<file path="config.mk">
export PLATFORM = sky130hd
export DESIGN_NAME = spi_adc_responder_flat
export DESIGN_NICKNAME = d
export VERILOG_FILES = /design/src/rtl/spi_adc_pkg.sv /design/src/rtl/spi_adc_responder_if.sv /design/src/rtl/spi_in_sync.sv /design/src/rtl/spi_adc_responder.sv /design/src/flat_wrapper.sv
export SDC_FILE = /design/constraint.sdc
export NUM_CORES = 1
export LEC_CHECK = 0
export ABC_AREA = 0
export BUFFER_PORTS_ARGS = -buffer_cell sky130_fd_sc_hd__buf_2
export CAP_MARGIN = 25
export CORE_MARGIN = 2
export CORE_UTILIZATION = 52
export DETAILED_ROUTE_END_ITERATION = 8
export MAX_ROUTING_LAYER = met4
export PLACE_DENSITY = 0.75
export RECOVER_POWER = 25
export SYNTH_ARGS = -nofsm -noshare
export SYNTH_HDL_FRONTEND = slang
export SYNTH_HIERARCHICAL = 1
export SYNTH_SLANG_ARGS = --single-unit
</file>
<file path="constraint.sdc">
create_clock -name CLK50 -period 1.6 [get_ports CLK50]
set_input_delay 0.08 -clock CLK50 [delete_from_list [all_inputs] [get_ports CLK50]]
set_output_delay 0.08 -clock CLK50 [all_outputs]
set_load 0.03 [all_outputs]
</file>
<file path="src/rtl/spi_adc_pkg.sv">
// Shared definitions for the ADC SPI link (responder and master-side capture).
package spi_adc_pkg;

  localparam int DATA_W_DEF     = 12;
  localparam int LEAD_ZEROS_DEF = 4;

  function automatic int frame_w(input int lead_zeros, input int data_w);
    return lead_zeros + data_w;
  endfunction

  typedef logic [DATA_W_DEF-1:0] sample_t;

  typedef logic [1:0] state_t;
  localparam state_t ST_IDLE  = 2'd0;
  localparam state_t ST_LOAD  = 2'd1;
  localparam state_t ST_SHIFT = 2'd2;
  localparam state_t ST_DONE  = 2'd3;

endpackage

</file>
<file path="src/rtl/spi_adc_responder_if.sv">
// SPI pins plus sample-feed and status signals of the ADC responder.
interface spi_adc_responder_if
  import spi_adc_pkg::*;
#(
  parameter int DATA_W = DATA_W_DEF
);
  logic              cs_n;
  logic              sclk;
  logic              miso;
  logic              miso_oe;
  logic [DATA_W-1:0] sample_in;
  logic              sample_valid;
  logic              sample_ready;
  logic              frame_done;
  logic              frame_abort;
  logic              underrun;
  logic [7:0]        underrun_cnt;

  modport master (
    output cs_n, sclk, sample_in, sample_valid,
    input  miso, miso_oe, sample_ready, frame_done, frame_abort, underrun, underrun_cnt
  );

  modport slave (
    input  cs_n, sclk, sample_in, sample_valid,
    output miso, miso_oe, sample_ready, frame_done, frame_abort, underrun, underrun_cnt
  );
endinterface

</file>
<file path="src/rtl/spi_in_sync.sv">
// N-flop synchronizer for an asynchronous SPI pin, with rise/fall pulses
// taken from the last two synchronized values.
module spi_in_sync #(
  parameter int   N       = 2,
  parameter logic RST_VAL = 1'b0
) (
  input  logic clk,
  input  logic rst_n,
  input  logic d_in,
  output logic rise,
  output logic fall
);
  logic [N-1:0] sync_q, sync_d;
  logic         prev_q, prev_d;

  always_comb begin
    sync_d = {sync_q[N-2:0], d_in};
    prev_d = sync_q[N-1];
  end

  assign rise = sync_q[N-1] & ~prev_q;
  assign fall = ~sync_q[N-1] & prev_q;

  always_ff @(posedge clk or negedge rst_n) begin
    if (!rst_n) begin
      sync_q <= {N{RST_VAL}};
      prev_q <= RST_VAL;
    end else begin
      sync_q <= sync_d;
      prev_q <= prev_d;
    end
  end
endmodule

</file>
<file path="src/rtl/spi_adc_responder.sv">
// ADCS7476-style SPI responder: LEAD_ZEROS zeros then a DATA_W sample, MSB first.
// Define SPI_RESP_PATTERN_EN to replace the sample feed with an internal ramp.
//   state    | meaning
//   ST_IDLE  | cs_n high, waiting for a synced cs_n fall
//   ST_LOAD  | one cycle: pick sample, fill shift register, enable MISO
//   ST_SHIFT | advance one bit per synced sclk fall
//   ST_DONE  | all bits sent, waiting for cs_n rise
module spi_adc_responder
  import spi_adc_pkg::*;
#(
  parameter int DATA_W      = DATA_W_DEF,
  parameter int LEAD_ZEROS  = LEAD_ZEROS_DEF,
  parameter int SYNC_STAGES = 2
) (
  input  logic                CLK50,
  input  logic                MSS_RESET_N,
  spi_adc_responder_if.slave  bus
);
  localparam int FRAME_W = frame_w(LEAD_ZEROS, DATA_W);
  localparam int CNT_W   = $clog2(FRAME_W);
  localparam logic [CNT_W-1:0] BIT_LAST = CNT_W'(FRAME_W - 1);

  logic cs_rise, cs_fall, sclk_fall, sclk_rise_unused;

  spi_in_sync #(.N(SYNC_STAGES), .RST_VAL(1'b1)) u_cs_sync (
    .clk(CLK50), .rst_n(MSS_RESET_N), .d_in(bus.cs_n), .rise(cs_rise), .fall(cs_fall)
  );
  spi_in_sync #(.N(SYNC_STAGES), .RST_VAL(1'b0)) u_sclk_sync (
    .clk(CLK50), .rst_n(MSS_RESET_N), .d_in(bus.sclk), .rise(sclk_rise_unused), .fall(sclk_fall)
  );

  state_t              state_q, state_d;
  logic [FRAME_W-1:0]  shreg_q, shreg_d;
  logic [CNT_W-1:0]    bitcnt_q, bitcnt_d;
  logic                miso_q, miso_d, miso_oe_q, miso_oe_d;
  logic [DATA_W-1:0]   last_q, last_d;
  logic                frame_done_q, frame_done_d, frame_abort_q, frame_abort_d;
  logic                underrun_q, underrun_d;
  logic [7:0]          underrun_cnt_q, underrun_cnt_d;
  logic [DATA_W-1:0]   load_src;
  logic                load_fresh;
  logic                in_load;

  assign in_load = (state_q == ST_LOAD);

`ifdef SPI_RESP_PATTERN_EN
  logic [DATA_W-1:0] ramp_q, ramp_d;

  assign load_src         = ramp_q;
  assign load_fresh       = 1'b1;
  assign bus.sample_ready = 1'b0;

  always_comb ramp_d = in_load ? ramp_q + 1'b1 : ramp_q;

  always_ff @(posedge CLK50 or negedge MSS_RESET_N) begin
    if (!MSS_RESET_N) ramp_q <= '0;
    else              ramp_q <= ramp_d;
  end
`else
  logic [DATA_W-1:0] hold_q, hold_d;
  logic              hold_full_q, hold_full_d;
  logic              ready, accept;

  // Consume and refill in the same LOAD cycle: the write wins.
  assign ready            = !hold_full_q || in_load;
  assign accept           = bus.sample_valid && ready;
  assign bus.sample_ready = ready;
  assign load_src         = hold_full_q ? hold_q : last_q;
  assign load_fresh       = hold_full_q;

  always_comb begin
    hold_d      = hold_q;
    hold_full_d = hold_full_q;
    if (in_load) hold_full_d = 1'b0;
    if (accept) begin
      hold_d      = bus.sample_in;
      hold_full_d = 1'b1;
    end
  end

  always_ff @(posedge CLK50 or negedge MSS_RESET_N) begin
    if (!MSS_RESET_N) begin
      hold_q      <= '0;
      hold_full_q <= 1'b0;
    end else begin
      hold_q      <= hold_d;
      hold_full_q <= hold_full_d;
    end
  end
`endif

  always_comb begin
    state_d        = state_q;
    shreg_d        = shreg_q;
    bitcnt_d       = bitcnt_q;
    miso_d         = miso_q;
    miso_oe_d      = miso_oe_q;
    last_d         = last_q;
    frame_done_d   = 1'b0;
    frame_abort_d  = 1'b0;
    underrun_d     = 1'b0;
    underrun_cnt_d = underrun_cnt_q;
    case (state_q)
      ST_IDLE: if (cs_fall) state_d = ST_LOAD;
      ST_LOAD: begin
        shreg_d   = {{LEAD_ZEROS{1'b0}}, load_src};
        last_d    = load_src;
        bitcnt_d  = BIT_LAST;
        miso_d    = shreg_d[FRAME_W-1];
        miso_oe_d = 1'b1;
        if (!load_fresh) begin
          underrun_d = 1'b1;
          if (underrun_cnt_q != 8'hFF) underrun_cnt_d = underrun_cnt_q + 8'd1;
        end
        if (cs_rise) begin
          frame_abort_d = 1'b1;
          miso_oe_d     = 1'b0;
          miso_d        = 1'b0;
          state_d       = ST_IDLE;
        end else begin
          state_d = ST_SHIFT;
        end
      end
      ST_SHIFT: begin
        if (cs_rise) begin
          frame_abort_d = 1'b1;
          miso_oe_d     = 1'b0;
          miso_d        = 1'b0;
          state_d       = ST_IDLE;
        end else if (sclk_fall) begin
          if (bitcnt_q != '0) begin
            shreg_d  = shreg_q << 1;
            miso_d   = shreg_q[FRAME_W-2];
            bitcnt_d = bitcnt_q - 1'b1;
          end else begin
            frame_done_d = 1'b1;
            miso_d       = 1'b0;
            state_d      = ST_DONE;
          end
        end
      end
      ST_DONE: begin
        if (cs_rise) begin
          miso_oe_d = 1'b0;
          state_d   = ST_IDLE;
        end
      end
      default: state_d = ST_IDLE;
    endcase
  end

  always_ff @(posedge CLK50 or negedge MSS_RESET_N) begin
    if (!MSS_RESET_N) begin
      state_q        <= ST_IDLE;
      shreg_q        <= '0;
      bitcnt_q       <= '0;
      miso_q         <= 1'b0;
      miso_oe_q      <= 1'b0;
      last_q         <= '0;
      frame_done_q   <= 1'b0;
      frame_abort_q  <= 1'b0;
      underrun_q     <= 1'b0;
      underrun_cnt_q <= '0;
    end else begin
      state_q        <= state_d;
      shreg_q        <= shreg_d;
      bitcnt_q       <= bitcnt_d;
      miso_q         <= miso_d;
      miso_oe_q      <= miso_oe_d;
      last_q         <= last_d;
      frame_done_q   <= frame_done_d;
      frame_abort_q  <= frame_abort_d;
      underrun_q     <= underrun_d;
      underrun_cnt_q <= underrun_cnt_d;
    end
  end

  assign bus.miso         = miso_q;
  assign bus.miso_oe      = miso_oe_q;
  assign bus.frame_done   = frame_done_q;
  assign bus.frame_abort  = frame_abort_q;
  assign bus.underrun     = underrun_q;
  assign bus.underrun_cnt = underrun_cnt_q;
endmodule

</file>
<file path="src/flat_wrapper.sv">
// flat-port wrapper written by rule: the top's interface ports become plain ports
module spi_adc_responder_flat import spi_adc_pkg::*;
#(
  parameter int DATA_W      = DATA_W_DEF,
  parameter int LEAD_ZEROS  = LEAD_ZEROS_DEF,
  parameter int SYNC_STAGES = 2
)
  (CLK50, MSS_RESET_N, bus_cs_n, bus_sclk, bus_sample_in, bus_sample_valid, bus_miso, bus_miso_oe, bus_sample_ready, bus_frame_done, bus_frame_abort, bus_underrun, bus_underrun_cnt);
  spi_adc_responder_if #(.DATA_W(DATA_W)) bus_i ();
  input  logic CLK50;
  input  logic MSS_RESET_N;
  input wire logic [$bits(bus_i.cs_n)-1:0] bus_cs_n;
  input wire logic [$bits(bus_i.sclk)-1:0] bus_sclk;
  input wire logic [$bits(bus_i.sample_in)-1:0] bus_sample_in;
  input wire logic [$bits(bus_i.sample_valid)-1:0] bus_sample_valid;
  output wire logic [$bits(bus_i.miso)-1:0] bus_miso;
  output wire logic [$bits(bus_i.miso_oe)-1:0] bus_miso_oe;
  output wire logic [$bits(bus_i.sample_ready)-1:0] bus_sample_ready;
  output wire logic [$bits(bus_i.frame_done)-1:0] bus_frame_done;
  output wire logic [$bits(bus_i.frame_abort)-1:0] bus_frame_abort;
  output wire logic [$bits(bus_i.underrun)-1:0] bus_underrun;
  output wire logic [$bits(bus_i.underrun_cnt)-1:0] bus_underrun_cnt;
  assign bus_i.cs_n = bus_cs_n;
  assign bus_i.sclk = bus_sclk;
  assign bus_i.sample_in = bus_sample_in;
  assign bus_i.sample_valid = bus_sample_valid;
  assign bus_miso = bus_i.miso;
  assign bus_miso_oe = bus_i.miso_oe;
  assign bus_sample_ready = bus_i.sample_ready;
  assign bus_frame_done = bus_i.frame_done;
  assign bus_frame_abort = bus_i.frame_abort;
  assign bus_underrun = bus_i.underrun;
  assign bus_underrun_cnt = bus_i.underrun_cnt;
  spi_adc_responder #(.DATA_W(DATA_W), .LEAD_ZEROS(LEAD_ZEROS), .SYNC_STAGES(SYNC_STAGES)) u_core (.CLK50(CLK50), .MSS_RESET_N(MSS_RESET_N), .bus(bus_i));
endmodule
</file>
==> flow_summary_export.csv <==
group,metric,value,unit
cts,clock_sinks,65,
place,place_hpwl,3860,um
synth,yosysWarnings,6,
cts,clk_path_buf_depth,2,
timing,worst_slack,-42.5,ps
power,powerDensity,1830,nW/um^2
setup_path,critPathMaxFanout,14,
floorplanning,num_rows,27,
final_layout,regArea,1630,um^2
drt,drc,0,
outcome,violations,"negative setup slack",
timing,tns,-72.0,ps
drt,vias_per_cell,5.38,
drt,drtIter0Drc,60,
setup_path,max_stage_delay,540,ps
drt,finalWirelength,6440,um
power,swShare,0.348,
timing,hold_viol,0,
power,power.leakage,1.83,nW
cts,cts_tree,"yes",
floorplanning,die_h,79.3,um
setup_path,path_cells,"nor2b_4, and2b_4, o311a_4, buf_12, a211oi_1, nor2_1",
final_layout,syn2layout_area_growth,36.7,%
timing,finalSetupViolCount,2,
final_layout,n_antenna_cell,0,
floorplanning,design.portCount,31,
global_route,grt_start_max_net_pins,33,
power,switchingPower,2.56,mW
global_route,grt_pass1_vias,2267,
global_route,grt_remaining_overflow,0,
cts,numCtsBuffers,9,
timing,holdWs,245,ps
floorplanning,initial_core_util,0.536,
timing,worst_slew_pin_slew,507,ps
setup_path,cp_data_arrival_time,1860,ps
final_layout,final_nets,347,
synth,synth_fp_nets,262,
place,port_buffers,30,
floorplanning,die_w,79.3,um
floorplanning,core_area,5510,um^2
final_layout,drive_above_1_share,0.485,
drt,ant_nets,0,
power,power_frac_comb,0.451,
cts,insertion_delay,340,ps
timing,rsz0062_at_grt,"true",
global_route,grt_use_total,0.218,
final_layout,multiInputGateArea,1370,um^2
synth,syn_avg_cell_area,12.4,um^2
cts,clockRootBuffer,"clkbuf_8",
power,pwr-share-clk,0.182,
timing,finalCriticalPeriod,1640,ps
timing,fmax,0.609,GHz
power,peakVddDrop,1.16,mV
global_route,antenna_found_initial,0,
timing,max_slew_margin,0.662,
synth,netlist_area,2950,um^2
run,cap_violations,0,
min_path,holdCritPathClass,"input pin to async pin",
setup_path,end_kind,"flop",
place,routabilityCongestion,0.816,
power,power_frac_seq,0.367,
timing,clock-skew-final,7.58,ps
power,p_int,4.80,mW
setup_path,critPathKind,"flop to flop",
global_route,grt_pass1_wl,10100,um
drt,num_vias,2152,
drt,routedWlPerCell,16.1,um
outcome,status,"finished with violations",
setup_path,startpoint_type,"flop",
timing,drv_slew,0,
cts,path_clk_slew,70,ps
setup_path,crit_slowest_cell,"dfstp_1",
timing,post-route-period-util,1.03,
final_layout,fin_util,0.732,
drt,drt-pass1-iter-count,4,
final_layout,nFillCells,349,
synth,syn_inst,238,
setup_path,cp_data_required_time,1820,ps
floorplanning,die_area,6290,um^2
cts,h-tree-depth,3,
power,fin_total_pwr,7.36,mW
-- power by group through the flow --
stage | clock (mW) | sequential (mW) | combinational (mW)
CTS | 1.37 | 2.66 | 2.84
finish | 1.34 | 2.70 | 3.32
detailed placement | 0 | 2.68 | 2.76
floorplan | 0 | 2.77 | 1.77
global placement | 0 | 2.65 | 2.68
global route | 1.44 | 2.79 | 3.60
-- worst paths after layout --
check	from	end	slack, ps	depth (start not counted)
worst max-delay path	u_core/u_cs_sync/sync_q[1]$_DFF_PN1_	u_core/shreg_q[3]$_DFFE_PN0P_	-40	6
max in group asynchronous	MSS_RESET_N	u_core/shreg_q[4]$_DFFE_PN0P_	460	3
worst min-delay path	MSS_RESET_N	u_core/bus.underrun_cnt[4]$_DFFE_PN0P_	250	2
worst min register to register	u_core/u_sclk_sync/sync_q[0]$_DFF_PN0_	u_core/u_sclk_sync/sync_q[1]$_DFF_PN0_	350	0
worst max register to register	u_core/u_cs_sync/sync_q[1]$_DFF_PN1_	u_core/shreg_q[3]$_DFFE_PN0P_	-40	6
min in group CLK50	u_core/u_sclk_sync/sync_q[0]$_DFF_PN0_	u_core/u_sclk_sync/sync_q[1]$_DFF_PN0_	350	0
-- placed cells by master, fill, tap and decap left out, types with 2 or more instances in the layout --
| cell | instances |
|---|---|
| nor3_1 | 2 |
| nand2_1 | 9 |
| nand2_4 | 2 |
| clkbuf_8 | 10 |
| clkbuf_16 | 3 |
| nand2_2 | 2 |
| a211oi_1 | 2 |
| nand3_1 | 7 |
| inv_2 | 2 |
| o21ai_0 | 8 |
| buf_12 | 5 |
| buf_2 | 30 |
| buf_4 | 28 |
| clkinv_2 | 2 |
| and2b_2 | 3 |
| mux2_2 | 36 |
| dfstp_2 | 2 |
| ha_1 | 4 |
| nor2_1 | 18 |
| o22ai_1 | 6 |
| o22ai_2 | 5 |
| mux2i_1 | 2 |
| dfrtp_1 | 62 |
| clkbuf_1 | 3 |
| xnor2_1 | 3 |
| and3_1 | 2 |
| a21oi_1 | 2 |
| a31oi_1 | 2 |
| ha_2 | 2 |
| dlygate4sd3_1 | 16 |
| a211oi_2 | 10 |
| inv_1 | 7 |
-- routing by layer --
metal,track usage,vias up,wire (um)
li1,-,1032,-
met1,0.244,1058,2760
met2,0.364,43,3340
met3,0.0568,19,185
met4,0.107,0,160
met5,-,-,0
-- layout make-up --
type,instances,area share
timing repair buffer,84,0.177
inverter,9,0.00838
tap,72,0.0224
clock inverter,3,0.00993
sequential,65,0.405
clock buffer,13,0.0369
multi-input combinational,154,0.341
-- flip-flops by register name, indices dropped and copies added (netlist names) --
signal,cells
u_core/bitcnt_q,4
u_core/bus.frame_abort,1
u_core/bus.frame_done,1
u_core/bus.miso,1
u_core/bus.miso_oe,1
u_core/bus.underrun,1
u_core/bus.underrun_cnt,8
u_core/hold_full_q,1
u_core/hold_q,12
u_core/last_q,12
u_core/shreg_q,15
u_core/state_q,2
u_core/u_cs_sync/prev_q,1
u_core/u_cs_sync/sync_q,2
u_core/u_sclk_sync/prev_q,1
u_core/u_sclk_sync/sync_q,2
-- metrics by stage --
stage	cells	area (um^2)	setup slack [ps]
finish	400	4030	-42.5
detailed placement	358	3420	-67.1
CTS	390	3790	-17.2
global placement	358	3420	33.9
global route	400	4030	-140
floorplan	238	2970	-1.07
-- critical path: cells and delay by family (launching register included) --
| family | cells | cell delay, ps |
|---|---|---|
| simple gates | 3 | 450 |
| compound gates | 2 | 350 |
| buf+inv | 1 | 160 |
| flops | 1 | 540 |
-- timing repair --
item                       CTS  global route
resized for setup            3            25
setup endpoints to repair   10            41
hold endpoints to repair    33             0
setup buffers                0             7
cloned                       0             3
hold buffers                16             0
pin swaps                    0             3
Power figures use the tool's default switching activity.
